## src/rtl/fft_pkg.sv

```systemverilog
// Shared types for the radix-2 FFT butterfly lane: controller state encoding
// and a default-width complex word.
package fft_pkg;

    localparam int FFT_N_DEFAULT = 32;

    typedef enum logic [1:0] {
        IDLE  = 2'd0,
        ISSUE = 2'd1,
        WAIT  = 2'd2,
        SEND  = 2'd3
    } fft_state_t;

    typedef struct packed {
        logic [FFT_N_DEFAULT-1:0] re;
        logic [FFT_N_DEFAULT-1:0] im;
    } cplx_t;

endpackage

```

## src/rtl/butterfly_addsub.sv

```systemverilog
// Registered butterfly datapath: c0 = a + p, c1 = a - p per real/imag lane,
// with an optional arithmetic >>1 applied to the (n+1)-bit intermediate.
module butterfly_addsub #(
    parameter int n     = 32,
    parameter bit scale = 1'b0
) (
    input  logic         clk,
    input  logic         reset,
    input  logic         en,
    input  logic [n-1:0] ar,
    input  logic [n-1:0] ac,
    input  logic [n-1:0] pr,
    input  logic [n-1:0] pc,
    output logic [n-1:0] c0r,
    output logic [n-1:0] c0c,
    output logic [n-1:0] c1r,
    output logic [n-1:0] c1c
);

    logic [2*n-1:0] a_all;
    logic [2*n-1:0] p_all;
    logic [2*n-1:0] c0_all;
    logic [2*n-1:0] c1_all;

    assign a_all = {ac, ar};
    assign p_all = {pc, pr};

    genvar gi;
    generate
        for (gi = 0; gi < 2; gi++) begin : g_lane
            logic [n-1:0] a_lane;
            logic [n-1:0] p_lane;
            logic [n:0]   sum_ext;
            logic [n:0]   dif_ext;
            logic [n-1:0] sum_sel;
            logic [n-1:0] dif_sel;
            logic [n-1:0] c0_reg;
            logic [n-1:0] c1_reg;

            assign a_lane = a_all[gi*n +: n];
            assign p_lane = p_all[gi*n +: n];

            // Sign-extended by one bit so the scaled result never wraps.
            always_comb begin
                sum_ext = {a_lane[n-1], a_lane} + {p_lane[n-1], p_lane};
                dif_ext = {a_lane[n-1], a_lane} - {p_lane[n-1], p_lane};
                sum_sel = scale ? sum_ext[n:1] : sum_ext[n-1:0];
                dif_sel = scale ? dif_ext[n:1] : dif_ext[n-1:0];
            end

            always_ff @(posedge clk) begin
                if (reset) begin
                    c0_reg <= '0;
                    c1_reg <= '0;
                end else if (en) begin
                    c0_reg <= sum_sel;
                    c1_reg <= dif_sel;
                end
            end

            assign c0_all[gi*n +: n] = c0_reg;
            assign c1_all[gi*n +: n] = c1_reg;
        end
    endgenerate

    assign c0r = c0_all[n-1:0];
    assign c0c = c0_all[2*n-1:n];
    assign c1r = c1_all[n-1:0];
    assign c1c = c1_all[2*n-1:n];

endmodule

```

## src/rtl/fft_butterfly_stage.sv

```systemverilog
// Radix-2 DIT butterfly controller: sends b*w to an external complex multiplier,
// holds a meanwhile, and returns a+bw / a-bw over a val/rdy interface.
module fft_butterfly_stage
    import fft_pkg::*;
#(
    parameter int n     = 32,
    parameter int d     = 16,
    parameter bit scale = 1'b0
) (
    input  logic         clk,
    input  logic         reset,
    input  logic         recv_val,
    output logic         recv_rdy,
    input  logic [n-1:0] ar,
    input  logic [n-1:0] ac,
    input  logic [n-1:0] br,
    input  logic [n-1:0] bc,
    input  logic [n-1:0] wr,
    input  logic [n-1:0] wc,
    output logic         mult_recv_val,
    input  logic         mult_recv_rdy,
    output logic [n-1:0] mult_ar,
    output logic [n-1:0] mult_ac,
    output logic [n-1:0] mult_br,
    output logic [n-1:0] mult_bc,
    input  logic         mult_send_val,
    output logic         mult_send_rdy,
    input  logic [n-1:0] mult_cr,
    input  logic [n-1:0] mult_cc,
    output logic         send_val,
    input  logic         send_rdy,
    output logic [n-1:0] c0r,
    output logic [n-1:0] c0c,
    output logic [n-1:0] c1r,
    output logic [n-1:0] c1c
);

    generate
        if (d >= n) begin : g_bad_frac
            $error("fft_butterfly_stage: fractional bits d must be below word width n");
        end
    endgenerate

    typedef struct packed {
        logic [n-1:0] re;
        logic [n-1:0] im;
    } word_t;

    fft_state_t state_reg, state_next;
    word_t      a_reg, b_reg, w_reg;
    logic       wait_first_reg;
    logic       capture;

    always_ff @(posedge clk) begin
        if (reset) begin
            state_reg      <= IDLE;
            a_reg          <= '0;
            b_reg          <= '0;
            w_reg          <= '0;
            wait_first_reg <= 1'b0;
        end else begin
            state_reg <= state_next;
            // High only in the first WAIT cycle, masking a stale product valid.
            wait_first_reg <= (state_reg == ISSUE);
            if (state_reg == IDLE && recv_val) begin
                a_reg.re <= ar;
                a_reg.im <= ac;
                b_reg.re <= br;
                b_reg.im <= bc;
                w_reg.re <= wr;
                w_reg.im <= wc;
            end
        end
    end

    always_comb begin
        state_next    = state_reg;
        capture       = 1'b0;
        recv_rdy      = 1'b0;
        mult_recv_val = 1'b0;
        mult_send_rdy = 1'b0;
        send_val      = 1'b0;
        case (state_reg)
            IDLE: begin
                recv_rdy = 1'b1;
                if (recv_val) state_next = ISSUE;
            end
            ISSUE: begin
                mult_recv_val = 1'b1;
                if (mult_recv_rdy) state_next = WAIT;
            end
            WAIT: begin
                mult_send_rdy = 1'b1;
                if (mult_send_val && !wait_first_reg) begin
                    capture    = 1'b1;
                    state_next = SEND;
                end
            end
            SEND: begin
                send_val = 1'b1;
                if (send_rdy) state_next = IDLE;
            end
            default: state_next = IDLE;
        endcase
    end

    assign mult_ar = b_reg.re;
    assign mult_ac = b_reg.im;
    assign mult_br = w_reg.re;
    assign mult_bc = w_reg.im;

    butterfly_addsub #(
        .n     (n),
        .scale (scale)
    ) u_addsub (
        .clk   (clk),
        .reset (reset),
        .en    (capture),
        .ar    (a_reg.re),
        .ac    (a_reg.im),
        .pr    (mult_cr),
        .pc    (mult_cc),
        .c0r   (c0r),
        .c0c   (c0c),
        .c1r   (c1r),
        .c1c   (c1c)
    );

endmodule

```

## config.mk

```make
export PLATFORM = sky130hd
export DESIGN_NAME = fft_butterfly_stage
export DESIGN_NICKNAME = d
export VERILOG_FILES = /design/src/rtl/fft_pkg.sv /design/src/rtl/butterfly_addsub.sv /design/src/rtl/fft_butterfly_stage.sv
export SDC_FILE = /design/constraint.sdc
export NUM_CORES = 1
export LEC_CHECK = 0
export ABC_AREA = 1
export BUFFER_PORTS_ARGS = -buffer_cell sky130_fd_sc_hd__buf_2
export CORE_MARGIN = 2
export CORE_UTILIZATION = 55
export DETAILED_ROUTE_END_ITERATION = 12
export GPL_TIMING_DRIVEN = 0
export PLACE_DENSITY = 0.8
export SYNTH_ARGS = -nofsm -noshare
export SYNTH_HDL_FRONTEND = slang
export SYNTH_SLANG_ARGS = --single-unit
export TNS_END_PERCENT = 30
```

## constraint.sdc

```tcl
create_clock -name clk -period 2.1 [get_ports clk]
set_clock_uncertainty 0.15 [all_clocks]
set_input_delay 0.42 -clock clk [delete_from_list [all_inputs] [get_ports clk]]
set_output_delay 0.42 -clock clk [all_outputs]
set_load 0.02 [all_outputs]
```

Yosys cells after proc, flatten, opt, wreduce, memory -nomap -nowiden
Index checks and enable logic that the tools add are counted.

word-level totals
  bits in registers = 323
  input bits = 262
  logic and storage cells = 39

operators by class
  add/subtract/negate cells = 4
  equal/unequal tests = 7
  multiplexer cells = 11
  reductions and logical operators = 5

operators with widths
  kind                                                              number
  32-bit adder                                                      2
  32-bit subtractor                                                 2
  2-bit two-way mux                                                 4
  2-bit != test (second input constant)                             4
  2-bit one-hot mux with 4 select lines                             1
  1-bit two-way mux                                                 6
  2-bit == test (second input constant)                             2
  4-bit AND reduction                                               1
  2-bit by 1-bit == test with 1-bit output (second input constant)  1
  1-bit logical AND                                                 2
  2-bit logical NOT                                                 1
  1-bit logical NOT                                                 1

Depth between registers and ports, before layout
Gate-level depths: netlist of the first run.

  depth after elaboration = 4
  depth in mapped cells = 18

Cells and area by module
Synthesis of the first run repeated with hierarchy kept, for this count alone.

second synthesis, totals
  cells, all modules = 3567
  area, all modules = 21928.5 um^2

by module, submodules not included
  module               times used  cells each  area each (um^2)
  butterfly_addsub     1           2697        15005.6
  fft_butterfly_stage  1           870         6922.9

Worst setup path before layout of the first run
OpenSTA, ideal clock, no wires.

  path type = input -> register
  start point = in mult_cc[0]
  end point = reg u_addsub.g_lane[1].c1_reg[16] (netlist: u_addsub.c1c[16])
  library setup time = 116 ps
  arrival time = 1740 ps
  required time = 1834 ps
  setup slack = 94 ps
  stages on the path = 12
  path through = ha_1 > fa_1 > inv_1 > nand3_1 > nand3_1 > nand2_1 > nand2_1 > nand2_1 > nand3_1 > nand3_1 > o211ai_1 > inv_1

on the way
  longest elaborated chain between the ends = 1

ends and longest elaborated chain
  element                 line                       text
  start: declaration      fft_butterfly_stage.sv:29  input logic [n-1:0] mult_cc,
  32-bit subtractor       butterfly_addsub.sv:46     dif_ext = {a_lane[n-1], a_lane} - {p_lane[n-1], p_lane};
  end signal: assignment  butterfly_addsub.sv:57     c1_reg <= dif_sel;
  end: declaration        butterfly_addsub.sv:38     logic [n-1:0] c1_reg;

No other way between the ends.
A chain may end at the register's enable or synchronous reset.

Final worst setup path of the first run
  start point = reg a_reg[0] (netlist bit)
  end point = reg u_addsub.g_lane[1].c0_reg[16] (netlist: u_addsub.c0c[16])

on the way
  longest elaborated chain between the ends = 1

ends and longest elaborated chain
  element                 line                       text
  start: declaration      fft_butterfly_stage.sv:50  word_t a_reg, b_reg, w_reg;
  32-bit adder            butterfly_addsub.sv:45     sum_ext = {a_lane[n-1], a_lane} + {p_lane[n-1], p_lane};
  end signal: assignment  butterfly_addsub.sv:56     c0_reg <= sum_sel;
  end: declaration        butterfly_addsub.sv:37     logic [n-1:0] c0_reg;

No other way between the ends.

==> impl_metrics.yaml, run 1 <==
run_status:
  outcome: "finished with violations"
  violations: "setup timing"
timing:
  finalHoldViolCount: 0
  slew_headroom_pct: 41.9
  worst_slew_pin_slew_ns: 0.871
  period_needed_ns: 2.22
  timing.final.crit_share_pct: 106
  hold_slack_ns: 0.00853
  max_freq_mhz: 450
  layout_setup_ws_ns: -0.120
  setup_violations: 21
  rsz0062_at_grt: "true"
  final-max-slew-violation-count: 0
worst_hold_path:
  hold_depth: 3
  holdPathEnd: "mult_ac[28]$_SDFFE_PP0P_"
  hp-class: "input pin to flop"
  min_from: "bc[28]"
cells_and_area:
  final_area_um2: 29800
  final_common_cell: "nand2_1"
  fillCellCount: 2898
  finalNonFillerCells: 4717
  largest_reg_flops: 64
  layout-drive-gt1-share_pct: 29.9
  mostFrequentLayoutCells: "nand2_1 (666), inv_1 (556), buf_2 (540)"
  fin_nets: 4560
  areaGrowthSynthToFinish_pct: 38.6
setup_path:
  rrSetupSlack_ns: -0.12
  r2r_cells: 12
  cp_common_cell: "nand2_1"
  crit_family: "simple AND/OR/NAND/NOR gates"
  critPathMaxFanout: 3
  arrival_ns: 2.52
  r2r_start: "a_reg[0]$_SDFFE_PP0P_"
  crit_buf_inv: 1
  critical-path-max-stage-delay_ns: 0.39
  crit_chain: "ha_2, fa_2, nand2_4, nand2_2, nand4_1, nand2_2, nand2_1, nand3_1, xor2_1, nand2_1, nand2_1, inv_1"
  start_kind: "flop"
  r2r_end: "u_addsub.c0c[16]$_SDFFE_PP0P_"
  end_kind: "flop"
  slowest_stage: "fa_2"
  crit_required_ns: 2.40
  crit_type: "flop to flop"
route:
  vias: 25700
  drc: 0
  drt-total-wl_um: 92000
  drtPass1Iterations: 9
  wl_per_cell_um: 19.5
  vias_per_cell: 5.45
  drtIter0Drc: 2979
  route.antenna.remaining_nets: 0
die:
  rows: 72
  coreArea_um2: 38600
  fp.dieH_um: 202
  die_w_um: 202
  ios: 522
  start_util_pct: 55.7
  dieArea_um2: 40700
pwr:
  vdd_ir_drop_max_mv: 1.11
  p_per_area_nw_per_um2: 1130
  leakage_nw: 16.3
  p_total_mw: 33.7
placement:
  gp_congestion: 1.03
  dpl_cell_area_um2: 24800
  dp_hpwl_um: 65300
  portBuffers: 521
  placedCellCount: 4461
grt:
  grt.overflow.total: 0
  grt_util_all_layers_pct: 41.5
  grt_pass1_wl_um: 131000
  grt_start_max_net_pins: 14
  grt_antenna_before_repair: 12
  grt_pass1_vias: 23400
synthesis:
  yosysWarnings: 0
  synth_area_um2: 21500
  synth_nets: 3816
  syn-mean-instance-area_um2: 6.29
  synthTopCellsByArea: "dfxtp_1 (30%), nand2_1 (14%), inv_1 (10%)"
  synthDistinctLibCells: 40
  synth_top_area_cell: "dfxtp_1"
  synth.ff_latch_count: 321
  synthCells: 3422
  netlist.area_leader.share_pct: 29.9
  ys_seq_area_share_pct: 29.9
flow_run:
  max-cap-violations: 0
clock_tree:
  cts_sinks: 321
  clk_pin_slew_worst_paths_ns: 0.06
  h-tree-depth: 2
  cts_tree: "yes"
  clock_path_buffers: 3
  clock-root-buffer: "clkbuf_16"
  cts_buffers: 36
  clkLatencyLatePin_ns: 0.56
## repair_timing
item	CTS	global route
resized for setup	104	502
hold buffers	147	0
hold endpoints to repair	147	0
cloned	0	1
pin swaps	17	94
endpoints found under the setup margin	311	224
buffers inserted	7	30
## worst max path at each step
| stage | endpoint | startpoint | slack [ns] | cells after the start |
|---|---|---|---|---|
| global route | u_addsub.c1c[25]$_SDFFE_PP0P_ | a_reg[6]$_SDFFE_PP0P_ | -0.19 | 14 |
| finish | u_addsub.c0c[16]$_SDFFE_PP0P_ | a_reg[0]$_SDFFE_PP0P_ | -0.12 | 12 |
| floorplan | u_addsub.c1c[16]$_SDFFE_PP0P_ | mult_cc[0] | 0.09 | 12 |
| global placement | mult_br[17]$_SDFFE_PP0P_ | state_reg[0]$_SDFFE_PP0P_ | -0.68 | 7 |
| detailed placement | mult_br[13]$_SDFFE_PP0P_ | state_reg[0]$_SDFFE_PP0P_ | -0.72 | 7 |
| CTS | u_addsub.c0r[28]$_SDFFE_PP0P_ | a_reg[34]$_SDFFE_PP0P_ | -0.07 | 11 |
## per-layer routing
layer | global-route usage [%] | vias up | wire (um)
met1 | 50.0 | 11700 | 33900
met3 | 9.88 | 398 | 10500
met5 | 0 | - | 35
met4 | 24.9 | 2 | 6620
li1 | - | 11900 | -
met2 | 67.2 | 1679 | 41000
## area by class of cell
class                           count  area, um^2  share of cell area (%)
Timing Repair Buffer              706        4370                    14.7
Antenna cell                       10        25.0                  0.0839
Inverter                          608        2290                    7.67
Clock inverter                     11         151                   0.507
Tap cell                          518         648                    2.17
Buffer                            157        1130                    3.80
Multi-Input combinational cell   2336       13700                    45.8
Clock buffer                       50        1070                    3.60
Sequential cell                   321        6490                    21.7
## per-stage QoR
| step | utilization [%] | TNS [ns] | worst slack [ns] |
|---|---|---|---|
| 6_report | 77.2 | -0.692 | -0.120 |
| 4_1_cts | 72.0 | -0.276 | -0.0747 |
| 2_1_floorplan | - | 0 | 0.0939 |
| 3_3_place_gp | 64.1 | -62.26 | -0.681 |
| 3_5_place_dp | 64.1 | -73.92 | -0.715 |
| 5_1_grt | 77.2 | -5.41 | -0.188 |
## worst reg2reg max path: cells and delay by family, from the launching register on
family	cells	cell delay [ns]
buf+inv	1	0.05
flops	1	0.32
simple gates	8	0.82
fa+ha+maj	2	0.58
xor+xnor	1	0.20
## power by group
part           internal [mW]  switching, mW
logic                   6.16           12.0
registers               7.68           1.15
clock network           3.94           2.74
total                   17.8           15.9
## cell usage after synthesis (all sizes together)
cell	n
and3	2
o211ai	12
or2	4
fa	4
o21ai	277
nand3	160
buf	94
xor2	48
xnor2	2
dfxtp	321
a31oi	1
a21oi	103
nand2	838
inv	608
nor2	583
nand4	22
o31ai	1
o22ai	1
and2	8
ha	128
nor3	25
clkbuf	63
o21bai	64
o21a	53
## cell families (layout without fill, tap and decap cells)
logic type | Yosys count | after routing | share of synthesized area [%]
AOI/OAI and AO/OA | 512 | 512 | 13.6
DFF | 321 | 321 | 29.9
and+or+nand+nor | 1642 | 1642 | 31.8
other | 0 | 10 | 0
xor gates and xnor gates | 50 | 50 | 2.03
adders and majority gates | 132 | 132 | 7.81
buffers and inverters | 765 | 1532 | 14.9
No activity file was read; power rests on OpenSTA's default activity.
==> run 2: changes to the inputs <==
- CORE_AREA: unset -> 2 2 200 202
- CORE_MARGIN: 2 -> unset
- CORE_UTILIZATION: 55 -> unset
- DIE_AREA: unset -> 0 0 202 204
- clock period: 2.1 -> 2.8 ns (I/O delays scaled with it)
==> run 2 against run 1 <==
Compared with the run above:
- wire length down 13%
- clock-buffer cell count down 5
- via count down 9.5%
- worst setup slack better by 0.39 ns
- sequential power down 27%
- largest cell class unchanged
- the run now ends clean
- core utilization down 11 points
- first-iteration DRC count down 22%
- largest power group unchanged
- combinational power down 38%
- clock power down 26%
- global-route usage down 3.8 points
- flip-flop and latch count unchanged
- total power down 32%
==> impl_metrics.yaml, run 2 (synthesis results as in run 1) <==
worst_hold_path:
  hp-class: "input pin to flop"
setup_path:
  start_kind: "flop"
  arrival_ns: 2.80
  startpoint: "state_reg[1]$_SDFFE_PP0P_"
  r2r_end: "mult_br[14]$_SDFFE_PP0P_"
  endpoint: "mult_br[14]$_SDFFE_PP0P_"
  end_kind: "flop"
  crit_type: "flop to flop"
  critPathMaxFanout: 10
  crit_required_ns: 3.07
  r2r_cells: 7
  r2r_start: "state_reg[1]$_SDFFE_PP0P_"
  rrSetupSlack_ns: 0.27
pwr:
  p_sw_share_pct: 46.1
  p_int_mw: 12.3
  power_frac_seq_pct: 28.4
  p_switching_mw: 10.5
  p_clk_share_pct: 21.8
  leakage_nw: 15.1
  comb_power_share_pct: 49.8
  vdd_ir_drop_max_mv: 0.734
  p_per_area_nw_per_um2: 875
grt:
  grt_pass1_vias: 21100
  grt_pass1_wl_um: 120000
  grt_util_all_layers_pct: 37.7
  grt_start_max_net_pins: 14
  grt.overflow.total: 0
  grt_antenna_before_repair: 11
die:
  start_util_pct: 54.9
  coreArea_um2: 39200
  dieArea_um2: 41200
  rows: 73
  die_w_um: 202
  fp.dieH_um: 204
  ios: 522
clock_tree:
  cts_hold_buffers: 0
  clk_pin_slew_worst_paths_ns: 0.06
  post-cts-setup-buffers: 0
  cts_buffers: 37
  clock_path_buffers: 3
  clock-root-buffer: "clkbuf_16"
  h-tree-depth: 2
  cts_sinks: 321
  ctsResizeCount: 0
  cts_tree: "yes"
  clkLatencyLatePin_ns: 0.56
timing:
  final-max-slew-violation-count: 0
  timing.final.crit_share_pct: 90.4
  hold_slack_ns: 0.103
  period_needed_ns: 2.53
  finalHoldViolCount: 0
  setup_tns_ns: 0
  max_freq_mhz: 395
  worst_slew_pin_slew_ns: 0.951
  setup_violations: 0
  slew_headroom_pct: 36.6
  rsz0062_at_grt: "false"
route:
  drtPass1Iterations: 6
  vias: 23300
  vias_per_cell: 5.12
  wl_per_cell_um: 17.6
  drt-total-wl_um: 80000
  route.antenna.remaining_nets: 0
  drc: 0
  drtIter0Drc: 2328
cells_and_area:
  fin_nets: 4376
  final_common_cell: "nand2_1"
  mostFrequentLayoutCells: "nand2_1 (808), inv_1 (587), buf_2 (560)"
  areaGrowthSynthToFinish_pct: 20.9
  layout-drive-gt1-share_pct: 20.2
  largest_reg_flops: 64
placement:
  dp_hpwl_um: 65200
  portBuffers: 521
  gp_congestion: 0.991
run_status:
  outcome: "complete, no violations"
flow_run:
  max-cap-violations: 0
==> run 2: changes by cell type in the layout (fill, tap and decap cells not counted), moves of 29 or more <==
cell and change:
dlygate4sd3_1 -147, nand2_1 +142, nand2_2 -108, a21oi_1 +46
nor2_1 +42, a21oi_2 -41, dfxtp_1 +41, nand3_1 +37
dfxtp_2 -36, nor2_4 -35, nand2_4 -34, inv_1 +31
buf_4 -29
==> run 2: power groups by stage <==
stage | Combinational [mW] | Clock, mW | Sequential (mW)
floorplan | 6.57 | 0 | 7.46
global placement | 11.0 | 0 | 6.50
detailed placement | 11.1 | 0 | 6.53
CTS | 11.2 | 4.97 | 6.45
global route | 12.4 | 5.16 | 6.58
finish | 11.3 | 4.96 | 6.47
==> run 2: area by class of cell <==
class / count / area (um^2)
diodes: 9 / 22.5
plain buffers: 157 / 926
clock buffers: 45 / 996
clock inverters: 18 / 215
fillers: 3811 / 13200
inverters: 608 / 2280
multi-input cells: 2336 / 11900
flip-flops and latches: 321 / 6430
well taps: 525 / 657
repair buffers: 521 / 2610
==> run 2: worst min path at each step <==
stage | from | end | slack [ns] | cells after the start
3_3_place_gp | u_addsub.c1c[2]$_SDFFE_PP0P_ | u_addsub.c1c[2]$_SDFFE_PP0P_ | 0.30 | 2
5_1_grt | wr[20] | mult_br[20]$_SDFFE_PP0P_ | 0.10 | 3
4_1_cts | wr[19] | mult_br[19]$_SDFFE_PP0P_ | 0.08 | 3
6_report | ac[15] | a_reg[15]$_SDFFE_PP0P_ | 0.10 | 3
2_1_floorplan | a_reg[0]$_SDFFE_PP0P_ | a_reg[0]$_SDFFE_PP0P_ | 0.30 | 2
3_5_place_dp | u_addsub.c1c[2]$_SDFFE_PP0P_ | u_addsub.c1c[2]$_SDFFE_PP0P_ | 0.31 | 2
==> run 2: layer usage <==
metal | wire length (um) | global-route usage, % | part of all wire [%]
met2 | 36000 | 61.5 | 45
met5 | 0 | 0 | 0
met1 | 32600 | 48.1 | 41
met3 | 7660 | 7.00 | 9.6
met4 | 3670 | 17.9 | 4.6
==> run 2: critical path, stage by stage (launching register included) <==
cell	delay [ns]
dfxtp_1	0.33
inv_1	0.10
ha_1	0.22
nand2_1	0.34
buf_2	0.36
clkbuf_2	0.25
o21ai_0	0.55
nor2_1	0.08
==> run 2: through the flow <==
step / std cells / utilization, % / worst slack [ns] / total power [mW] / cell area [um^2]
floorplan: 3422 / - / 0.654 / 14.0 / 21500
global placement: 4468 / 63.3 / 0.126 / 17.5 / 24800
detailed placement: 4468 / 63.3 / 0.0783 / 17.6 / 24800
CTS: 4531 / 66.4 / 0.0869 / 22.6 / 26000
global route: 4537 / 66.4 / 0.106 / 24.2 / 26000
finish: 4540 / 66.4 / 0.267 / 22.8 / 26000
